### src/rtl/stft_pkg.sv
// Types and constants shared by the STFT analysis/synthesis blocks
// (hannifier, iffter, overlap_adder, output_writer).
package stft_pkg;

    localparam int unsigned WINDOW_LEN = 4096;
    localparam int unsigned HOP        = 1024;
    localparam int unsigned ADDR_W     = 12;
    localparam int unsigned SAMPLE_W   = 16;

    typedef logic signed [SAMPLE_W-1:0] sample_t;
    typedef logic        [SAMPLE_W-1:0] coef_t;
    typedef logic        [ADDR_W-1:0]   addr_t;

    typedef enum logic [1:0] {IDLE, RUN, DRAIN, DONE} state_t;

    localparam addr_t LAST_IDX   = addr_t'(WINDOW_LEN - 1);
    // Indices from here on land in ring slots that only hold stale data.
    localparam addr_t BYPASS_IDX = addr_t'(WINDOW_LEN - HOP);

endpackage

### src/rtl/hann_mac.sv
// Windowing multiply (Q1.15 x Q0.16 -> Q1.15) followed by a saturating
// overlap-add into the accumulator, with a registered result.
module hann_mac
    import stft_pkg::*;
(
    input  logic    clk,
    input  logic    rst_n,
    input  sample_t sample,
    input  coef_t   coef,
    input  sample_t acc,
    input  logic    bypass,
    output sample_t wdata
);

    logic signed [32:0] prod;
    sample_t            p;
    logic signed [16:0] sum;
    sample_t            result;

    always_comb begin
        prod = sample * $signed({1'b0, coef});
        // Arithmetic shift keeps floor rounding; the result always fits 16 bits.
        p    = sample_t'(prod >>> 16);
        sum  = {acc[15], acc} + {p[15], p};
        if (bypass) begin
            result = p;
        end else if (sum[16] != sum[15]) begin
            result = sum[16] ? 16'sh8000 : 16'sh7FFF;
        end else begin
            result = sum[15:0];
        end
    end

    always_ff @(posedge clk) begin
        if (!rst_n) begin
            wdata <= '0;
        end else begin
            wdata <= result;
        end
    end

endmodule

### src/rtl/overlap_adder.sv
// Windows each post-IFFT frame with the Hann ROM and overlap-adds it into the
// output ring at the frame's hop position, then hands the final hop onward.
module overlap_adder
    import stft_pkg::*;
(
    input  logic    clk,
    input  logic    rst_n,
    input  logic    go_in,
    input  addr_t   window_start,
    input  sample_t ifft_buf_data,
    output addr_t   ifft_buf_addr,
    input  coef_t   hann_rom_data,
    output addr_t   hann_rom_addr,
    input  sample_t out_ring_rdata,
    output addr_t   out_ring_raddr,
    output addr_t   out_ring_waddr,
    output sample_t out_ring_wdata,
    output logic    out_ring_wren,
    output logic    go_out,
    output addr_t   ready_start,
    output logic    busy,
    output logic    overrun
);

    state_t state_q, state_d;
    addr_t  idx_q, idx_d;
    addr_t  start_q, start_d;
    addr_t  ready_q, ready_d;
    logic   drain_q, drain_d;
    logic   overrun_q, overrun_d;

    logic   v1_q, byp1_q, wren_q;
    addr_t  waddr1_q, waddr_q;
    addr_t  raddr;

    always_comb begin
        state_d   = state_q;
        idx_d     = idx_q;
        start_d   = start_q;
        ready_d   = ready_q;
        drain_d   = drain_q;
        overrun_d = overrun_q;
        if (go_in && state_q != IDLE) begin
            overrun_d = 1'b1;
        end
        unique case (state_q)
            IDLE: begin
                if (go_in) begin
                    start_d = window_start;
                    idx_d   = '0;
                    state_d = RUN;
                end
            end
            RUN: begin
                if (idx_q == LAST_IDX) begin
                    drain_d = 1'b0;
                    state_d = DRAIN;
                end else begin
                    idx_d = idx_q + addr_t'(1);
                end
            end
            DRAIN: begin
                if (drain_q) begin
                    ready_d = start_q;
                    state_d = DONE;
                end else begin
                    drain_d = 1'b1;
                end
            end
            DONE: begin
                state_d = IDLE;
            end
            default: begin
                state_d = IDLE;
            end
        endcase
    end

    always_ff @(posedge clk) begin
        if (!rst_n) begin
            state_q   <= IDLE;
            idx_q     <= '0;
            start_q   <= '0;
            ready_q   <= '0;
            drain_q   <= 1'b0;
            overrun_q <= 1'b0;
            v1_q      <= 1'b0;
            byp1_q    <= 1'b0;
            waddr1_q  <= '0;
            wren_q    <= 1'b0;
            waddr_q   <= '0;
        end else begin
            state_q   <= state_d;
            idx_q     <= idx_d;
            start_q   <= start_d;
            ready_q   <= ready_d;
            drain_q   <= drain_d;
            overrun_q <= overrun_d;
            // Stage 1 tracks the read in flight, stage 2 aligns with hann_mac.
            v1_q      <= (state_q == RUN);
            byp1_q    <= (idx_q >= BYPASS_IDX);
            waddr1_q  <= raddr;
            wren_q    <= v1_q;
            waddr_q   <= waddr1_q;
        end
    end

    assign raddr = start_q + idx_q;

    hann_mac u_hann_mac (
        .clk    (clk),
        .rst_n  (rst_n),
        .sample (ifft_buf_data),
        .coef   (hann_rom_data),
        .acc    (out_ring_rdata),
        .bypass (byp1_q),
        .wdata  (out_ring_wdata)
    );

    assign ifft_buf_addr  = idx_q;
    assign hann_rom_addr  = idx_q;
    assign out_ring_raddr = raddr;
    assign out_ring_waddr = waddr_q;
    assign out_ring_wren  = wren_q;
    assign go_out         = (state_q == DONE);
    assign ready_start    = ready_q;
    assign busy           = (state_q != IDLE);
    assign overrun        = overrun_q;

endmodule

### config.mk
export PLATFORM = sky130hd
export DESIGN_NAME = overlap_adder
export DESIGN_NICKNAME = d
export VERILOG_FILES = /design/src/rtl/stft_pkg.sv /design/src/rtl/hann_mac.sv /design/src/rtl/overlap_adder.sv
export SDC_FILE = /design/constraint.sdc
export NUM_CORES = 1
export LEC_CHECK = 0
export ABC_AREA = 1
export BUFFER_PORTS_ARGS = -buffer_cell sky130_fd_sc_hd__buf_2
export CAP_MARGIN = 20
export CORE_ASPECT_RATIO = 0.75
export CORE_MARGIN = 1
export CORE_UTILIZATION = 45
export CTS_CLUSTER_DIAMETER = 150
export DETAILED_ROUTE_END_ITERATION = 12
export SYNTH_ARGS = -nofsm -noshare
export SYNTH_HDL_FRONTEND = slang
export SYNTH_SLANG_ARGS = --single-unit
### constraint.sdc
create_clock -name clk -period 7.02 [get_ports clk]
set_clock_uncertainty 0.15 [all_clocks]
set_input_delay 0 -clock clk [delete_from_list [all_inputs] [get_ports clk]]
set_output_delay 0 -clock clk [all_outputs]
set_load 0.01 [all_outputs]
==> impl_summary.md, run 1 <==
Synthesis
The average instance in the mapped netlist occupies 7.10 sq um. Synthesis inferred 83 register bits. For this run, the leading register cell type out of synthesis is dfxtp_1. Synthesis produced a netlist whose cell count is 1981.

The number of synthesized flops with an enable pin is 0. Counting distinct cell types in the post-synthesis netlist gives 42. The top cell type by total area after synthesis is fa_1. By area the synthesized netlist is led by fa_1, nand2_1, inv_1.

The number of warnings reported in the yosys synthesis log is 0. The top cell type's share of synthesized area is 27.8%. Counting flops with an async set or reset pin after synthesis yields a share of 0%. The proportion of synthesized chip area in sequential cells is about an eighth.

The cell area after synthesis is 14100 sq um. The number of nets produced by synthesis is about 2.4k.

Floorplanning
For this configuration, the core starts out at a cell density of a little under half. The die height is between 150 and 200 um. The floorplan step defined a die boundary enclosing 32000 sq um. The overall die width is 206 um. For this design the top-level I/O count stands at 143.

The standard cell core area is 30400 sq um. The floorplan has 55 rows.

Critical path
For this run, the slowest stage of the critical path takes 530 ps. By instance count, the cell type seen most on the critical path is inv_1. The critical path is of the in -> reg type. STA classifies the critical path endpoint as a register. STA puts the critical path data required time at ~7000 ps.

Of all nets on the critical path, the largest fanout is 16. The launching element type of the critical path is an input pin. Together, buffers and inverters on the worst path number 11.

The cell family contributing the most delay on the critical path is adder cells. For the worst setup path, the data arrival time is 6730 ps. On the critical path, the stage with the largest delay is an instance of fa_1.

Global route
The wire length of the first global-routing pass is about 64000 um. The via count of the first global-routing pass was 12.5k. Entering global routing, the biggest net connects 59 pins.

The initial antenna violation count is 0. Summed over all layers, the global routing overflow is 0. The overall track demand over capacity in global routing is 25.8%.

Routing
The highest metal layer used by the detailed router is met4. In the detailed route, the total length drawn on met2 is 16600 um. The post-route antenna net violation count is 0. Dividing the detail-routed via count by the number of cells gives 4.86.

The routed wire length is 39100 um. The mean routed wirelength per cell is around 15 um. For this block, wires on met1 add up to 19300 um. The sum of met3 wire segment lengths after detailed routing is 2760 um.

The final route contains 12.3k vias. The first detailed-routing pass ran for 5 iterations. The violation count after the first detailed-routing iteration is slightly above 900. After detailed routing, the number of remaining DRC violations is 0.

CTS
At the later pin of the worst-skew pair, clock insertion delay measures 350 ps. The clock root buffer is clkbuf_16. In this run the number of H-tree levels came out at 3. The clock net sink count is 83. The maximum clock insertion buffer count is 2.

The clock-pin slew on the worst setup and hold paths is 60 ps. TritonCTS built the clock tree. The number of CTS-inserted buffers is 9.

Status
The run finished with clean final reports.

Timing
The final max-slew violation count is 0. In the final timing run, aggregate negative setup slack is 0 ps. The worst-margin pin slew is approximately 700 ps. The headroom to the max-slew limit is 53.1%. The hold violation count in the final report is 0. Setup repair after global routing left no endpoint under its margin. The time the worst path needs with I/O delays and setup is 6620 ps.

Timing would allow up to roughly 0.15 GHz. The worst path uses 94.3% of the clock period. The final-report setup violation count is 0.

Placement
The HPWL after detailed placement is about 34000 um. Buffers placed on the I/O ports in this run total 142. The last weighted congestion value of the routability-driven placer is 1.02.

Cells and area
The number of diodes is 0. From synthesis to final layout, the design area changed by 12.5%. The net count of the finished layout is 2538. The share of layout cells above drive strength 1 is ~13%.

Run
The max-cap check violation count is 0.

Worst hold path
The path class of the tightest hold or removal check is in -> reg.
per-layer routing:
metal / vias to the layer above / global-route usage, %
li1: 6078 / -
met4: 0 / 3.68
met2: 377 / 39.1
met5: - / 0
met3: 33 / 4.57
met1: 5829 / 39.0
path summary, 6_finish.rpt:
kind	startpoint	end	slack, ps	cells past startpoint
max	ifft_buf_data[6]	u_hann_mac.wdata[0]$_SDFF_PN0_	400	36
min	out_ring_rdata[2]	u_hann_mac.wdata[2]$_SDFF_PN0_	40	5
max reg2reg	hann_rom_addr[2]$_SDFFE_PN0P_	waddr1_q[9]$_SDFF_PN0_	4730	8
min reg2reg	waddr1_q[2]$_SDFF_PN0_	out_ring_waddr[2]$_SDFF_PN0_	260	2
worst reg2reg max path, stage by stage, from the launching register on:
cell and delay, ps:
dfxtp_1 460, ha_1 340, a21oi_1 140, nand2_1 140
a21oi_1 240, o21ai_0 160, a21oi_1 190, xor2_1 240
and2_1 160
flip-flops by register name, indices dropped and copies added (netlist names), 2 cells and up:
signal,cells
hann_rom_addr,12
state_q,2
start_q,12
u_hann_mac.wdata,16
ready_start,12
waddr1_q,12
out_ring_waddr,12
cells in the mapped netlist (2+ instances only):
| master | count |
|---|---|
| nand2_4 | 4 |
| ha_1 | 150 |
| a21oi_2 | 10 |
| nand2_1 | 519 |
| nor4_1 | 2 |
| xnor2_1 | 10 |
| o31ai_1 | 2 |
| clkbuf_1 | 65 |
| nor2_2 | 3 |
| a211oi_1 | 2 |
| nand3b_1 | 3 |
| nor2_1 | 136 |
| o21ai_0 | 47 |
| inv_1 | 507 |
| nor3_2 | 2 |
| xor2_1 | 20 |
| a21oi_1 | 70 |
| or2_2 | 11 |
| nor3_1 | 14 |
| a31oi_1 | 2 |
| and3_1 | 2 |
| o21bai_1 | 10 |
| and2_1 | 4 |
| nand2_2 | 13 |
| fa_1 | 195 |
| nand4_1 | 8 |
| nand3_2 | 3 |
| xor2_2 | 2 |
| buf_4 | 12 |
| nand3_1 | 59 |
| dfxtp_1 | 83 |
through the flow:
stage / cells / worst slack, ps / utilization [%] / instance area (sq um) / hold slack [ps]
floorplan: 1981 / 585 / - / 14100 / -5.31
global placement: 2504 / 68.3 / 50.6 / 15400 / 110
detailed placement: 2504 / 62.7 / 50.6 / 15400 / 113
CTS: 2534 / 409 / 51.9 / 15800 / 24.5
global route: 2534 / 8.05 / 52.0 / 15800 / 47.2
finish: 2534 / 403 / 52.0 / 15800 / 38.6
layout by cell type, fill, tap and decap left out, types with 2 or more instances in the layout:
cell type / instances
a211oi_1: 2
a21oi_1: 70
a21oi_2: 10
a31oi_1: 2
and2_1: 4
and3_1: 2
buf_2: 135
buf_4: 62
clkbuf_16: 9
clkbuf_4: 7
clkinv_2: 3
dfxtp_1: 83
dlygate4sd3_1: 14
fa_1: 195
ha_1: 150
inv_1: 507
inv_6: 3
nand2_1: 519
nand2_2: 13
nand2_4: 4
nand3_1: 59
nand3_2: 3
nand3b_1: 3
nand4_1: 8
nor2_1: 136
nor2_2: 3
nor3_1: 13
nor3_2: 3
nor4_1: 2
o21ai_0: 47
o21bai_1: 10
o31ai_1: 2
or2_2: 11
xnor2_1: 10
xor2_1: 20
xor2_2: 2
logic make-up (layout without fill, tap and decap cells):
logic type,Yosys count,count (layout),share of synthesized area [%]
AOI/OAI and AO/OA,145,145,5.71
xor gates and xnor gates,32,32,2.10
adders and majority gates,345,345,41.1
buffers and inverters,589,743,16.1
DFF,83,83,11.8
and+or+nand+nor,787,787,23.1
what timing repair did:
action / in CTS / in global routing
setup endpoints to repair: 0 / 7
hold buffers: 14 / 0
hold endpoints to repair: 14 / 0
gates resized for setup: 0 / 8
setup buffers: 0 / 0
layout make-up:
class	count	area, sq um
clock buffers	9	225
clock inverters	7	48.8
fillers	3049	14600
inverters	509	1910
multi-input cells	1309	10100
flip-flops and latches	83	1660
well taps	399	499
repair buffers	218	1330
Power of run 1 is not shown: default switching activity piles up to over one toggle a cycle in this logic, so the estimate is an artifact.
==> run 2, diff against run 1 <==
Clock period 7.02 ns to 7.9 ns, I/O delays scaled along.
==> impl_summary.md, run 2 (same netlist as run 1, synthesis figures left out) <==
CTS
The number of gates given a new drive strength after cts is 0 (unchanged). The clock-pin slew on the worst setup and hold paths is 60 ps (about the same). The number of CTS-inserted buffers came to 9 (unchanged).

The clock root buffer is clkbuf_16. The count of hold-fix buffers inserted at cts was 14 (unchanged). The clock net sink count is 83 (unchanged). The CTS tree is yes. The post-CTS setup repair buffer count is 0 (unchanged). The maximum clock insertion buffer count was 2 (unchanged). The clock insertion delay at the later pin of the skew report is 350 ps (about the same). The CTS H-tree depth was 3 (unchanged).

Status
The run finished with clean final reports.

Timing
The final-report setup violation count is 0 (unchanged). The final max-slew violation count is 0 (unchanged). The final hold slack came to 57.0 ps (+18.5 ps). The worst-margin pin slew is 749 ps (+46.4 ps). The headroom to the max-slew limit is 50.0% (-3.1 points). The timing-limited maximum frequency is roughly 0.15 GHz. The hold violation count in the final report is 0 (unchanged). In the finished design, the share of the clock period the worst path needs comes to 85.9%.

Setup repair after global routing left no endpoint under its margin. For the finished layout, the period the worst path requires is 6790 ps. The summed negative setup slack over all endpoints is 0 ps (unchanged).

Global route
The initial antenna violation count is 0 (unchanged). The wire length of the first global-routing pass came to 65900 um (+2.3%). The residual overflow from global routing is 0 (unchanged). The maximum number of pins on one net before global-route repair is 59 (unchanged). The via count of the first global-routing pass is 12.6k (+0.96%). The overall track demand over capacity in global routing is 26.3% (+0.50 points).

Critical path
The master of the slowest instance on the critical path is fa_1. The depth of the worst register-to-register path is 8 (unchanged). The critical register-to-register path startpoint is hann_rom_addr[2]$_SDFFE_PN0P_. The nature of the critical path endpoint is a register. The required time of the critical path is 8020 ps (+890 ps). The depth of the critical timing path with buffers and inverters included was 36 (unchanged). The number of buffers and inverters on the critical path was 8 (-3). Tracing the worst setup path back leads to its startpoint at ifft_buf_data[8]. The end of the worst register-to-register path is waddr1_q[9]$_SDFF_PN0_.

The kind of cell with the highest combined delay along the critical path is adder cells. In this design, the critical path's most frequently occurring cell is nand2_1. Following the worst setup path forward leads to its endpoint at u_hann_mac.wdata[7]$_SDFF_PN0_. The worst setup path is launched from an input pin. The data arrival at the endpoint of the critical path was 6910 ps (+180 ps). The type of the worst setup path is in -> reg. The highest net fanout along the worst path is 16 (unchanged). The delay contributed by the slowest stage of the critical path is 550 ps (+20 ps).

The reg-to-reg setup timing slack is 5640 ps (+910 ps).

Floorplanning
The number of rows in the core area is 55 (unchanged). The overall die width came to 206 um (unchanged). The die height is 155 um (unchanged). The starting density of the core is 46.2% (unchanged). The number of I/O pins is 143 (unchanged). The floorplan die area was 32000 sq um (unchanged). The standard cell core area came to 30400 sq um (unchanged).

Worst hold path
The path class of the tightest hold or removal check is in -> reg. The number of cells on the worst hold path is 5 (unchanged). The startpoint identified for the worst hold timing path is out_ring_rdata[2].

Cells and area
The number of nets at the end of the flow is 2478 (-2.4%). The number of flip-flops in the largest register is 16 (unchanged). The number of diodes was 0 (unchanged). The utilization of the core after routing is 50.4% (-1.6 points). Leaving out fill and tap cells, the most frequent cell in the layout is nand2_1.

The number of inserted filler cells in the final layout is 3092 (+1.4%). The library cells used most frequently in the layout, excluding fill and tap cells, are nand2_1, inv_1, fa_1. The post-layout instance area is 15300 sq um (-3.0%). The register with the most flip-flops in the final layout is u_hann_mac.wdata. The share of layout cells above drive strength 1 is 10.1% (-2.7 points).

The area growth from synthesis to layout is 9.08%.

Routing
The number of remaining DRC errors is 0 (unchanged). The average vias per placed instance is 4.92 (+1.3%). The post-route antenna net violation count came to 0 (unchanged). The routed wire length is 39400 um (+0.85%).

The detailed-router iteration count before antenna repair is 5 (unchanged). The total number of vias came to 12.2k (-1.1%). The mean routed wirelength per cell is 15.9 um (+3.3%). The violation count after the first detailed-routing iteration is 734 (-21%).

Placement
The count of input and output buffers came to 142 (unchanged). The last weighted congestion value of the routability-driven placer came to 0.981 (-3.3%). The HPWL after detailed placement came to 32600 um (-2.8%). The area after detailed placement is 14900 sq um (-2.9%).

Run
The max-cap check violation count is 0 (unchanged).
-- run 2: final cells by class --
cell class | instances | area, sq um | share of cell area [%]
flip-flops and latches | 83 | 1660 | 10.8
clock buffers | 11 | 233 | 1.52
repair buffers | 158 | 866 | 5.64
well taps | 399 | 499 | 3.25
multi-input cells | 1309 | 10100 | 66.0
clock inverters | 5 | 37.5 | 0.245
inverters | 509 | 1910 | 12.5
-- run 2: worst min-delay path by stage --
stage | to | slack [ps]
6_report | u_hann_mac.wdata[2]$_SDFF_PN0_ | 60
5_1_grt | u_hann_mac.wdata[2]$_SDFF_PN0_ | 100
4_1_cts | u_hann_mac.wdata[6]$_SDFF_PN0_ | 50
3_5_place_dp | start_q[0]$_SDFFE_PN0P_ | 110
3_3_place_gp | start_q[4]$_SDFFE_PN0P_ | 110
2_1_floorplan | overrun$_SDFFE_PN0P_ | -5
-- run 2: per-layer routing --
layer / wire length [um] / up-vias / global-route usage, %
met3: 3000 / 26 / 5.89
met1: 18900 / 5801 / 38.3
met2: 17200 / 381 / 40.9
met5: 0 / - / 0
li1: - / 5975 / -
met4: 369 / 0 / 3.26
-- run 2: tightest hold or removal path, delay by kind of cell --
family	cells	cell delay, ps
and+or+nand+nor	2	200
adders and majority gates	1	170
buffers and inverters	1	90
AOI/OAI and AO/OA	1	50
-- run 2: metrics by stage --
stage          std cells  setup WS (ps)
2_1_floorplan       1981           1470
3_3_place_gp        2444            807
3_5_place_dp        2444            837
4_1_cts             2474           1150
5_1_grt             2474            586
6_report            2474           1110
Power of run 2 is left out for the same reason.
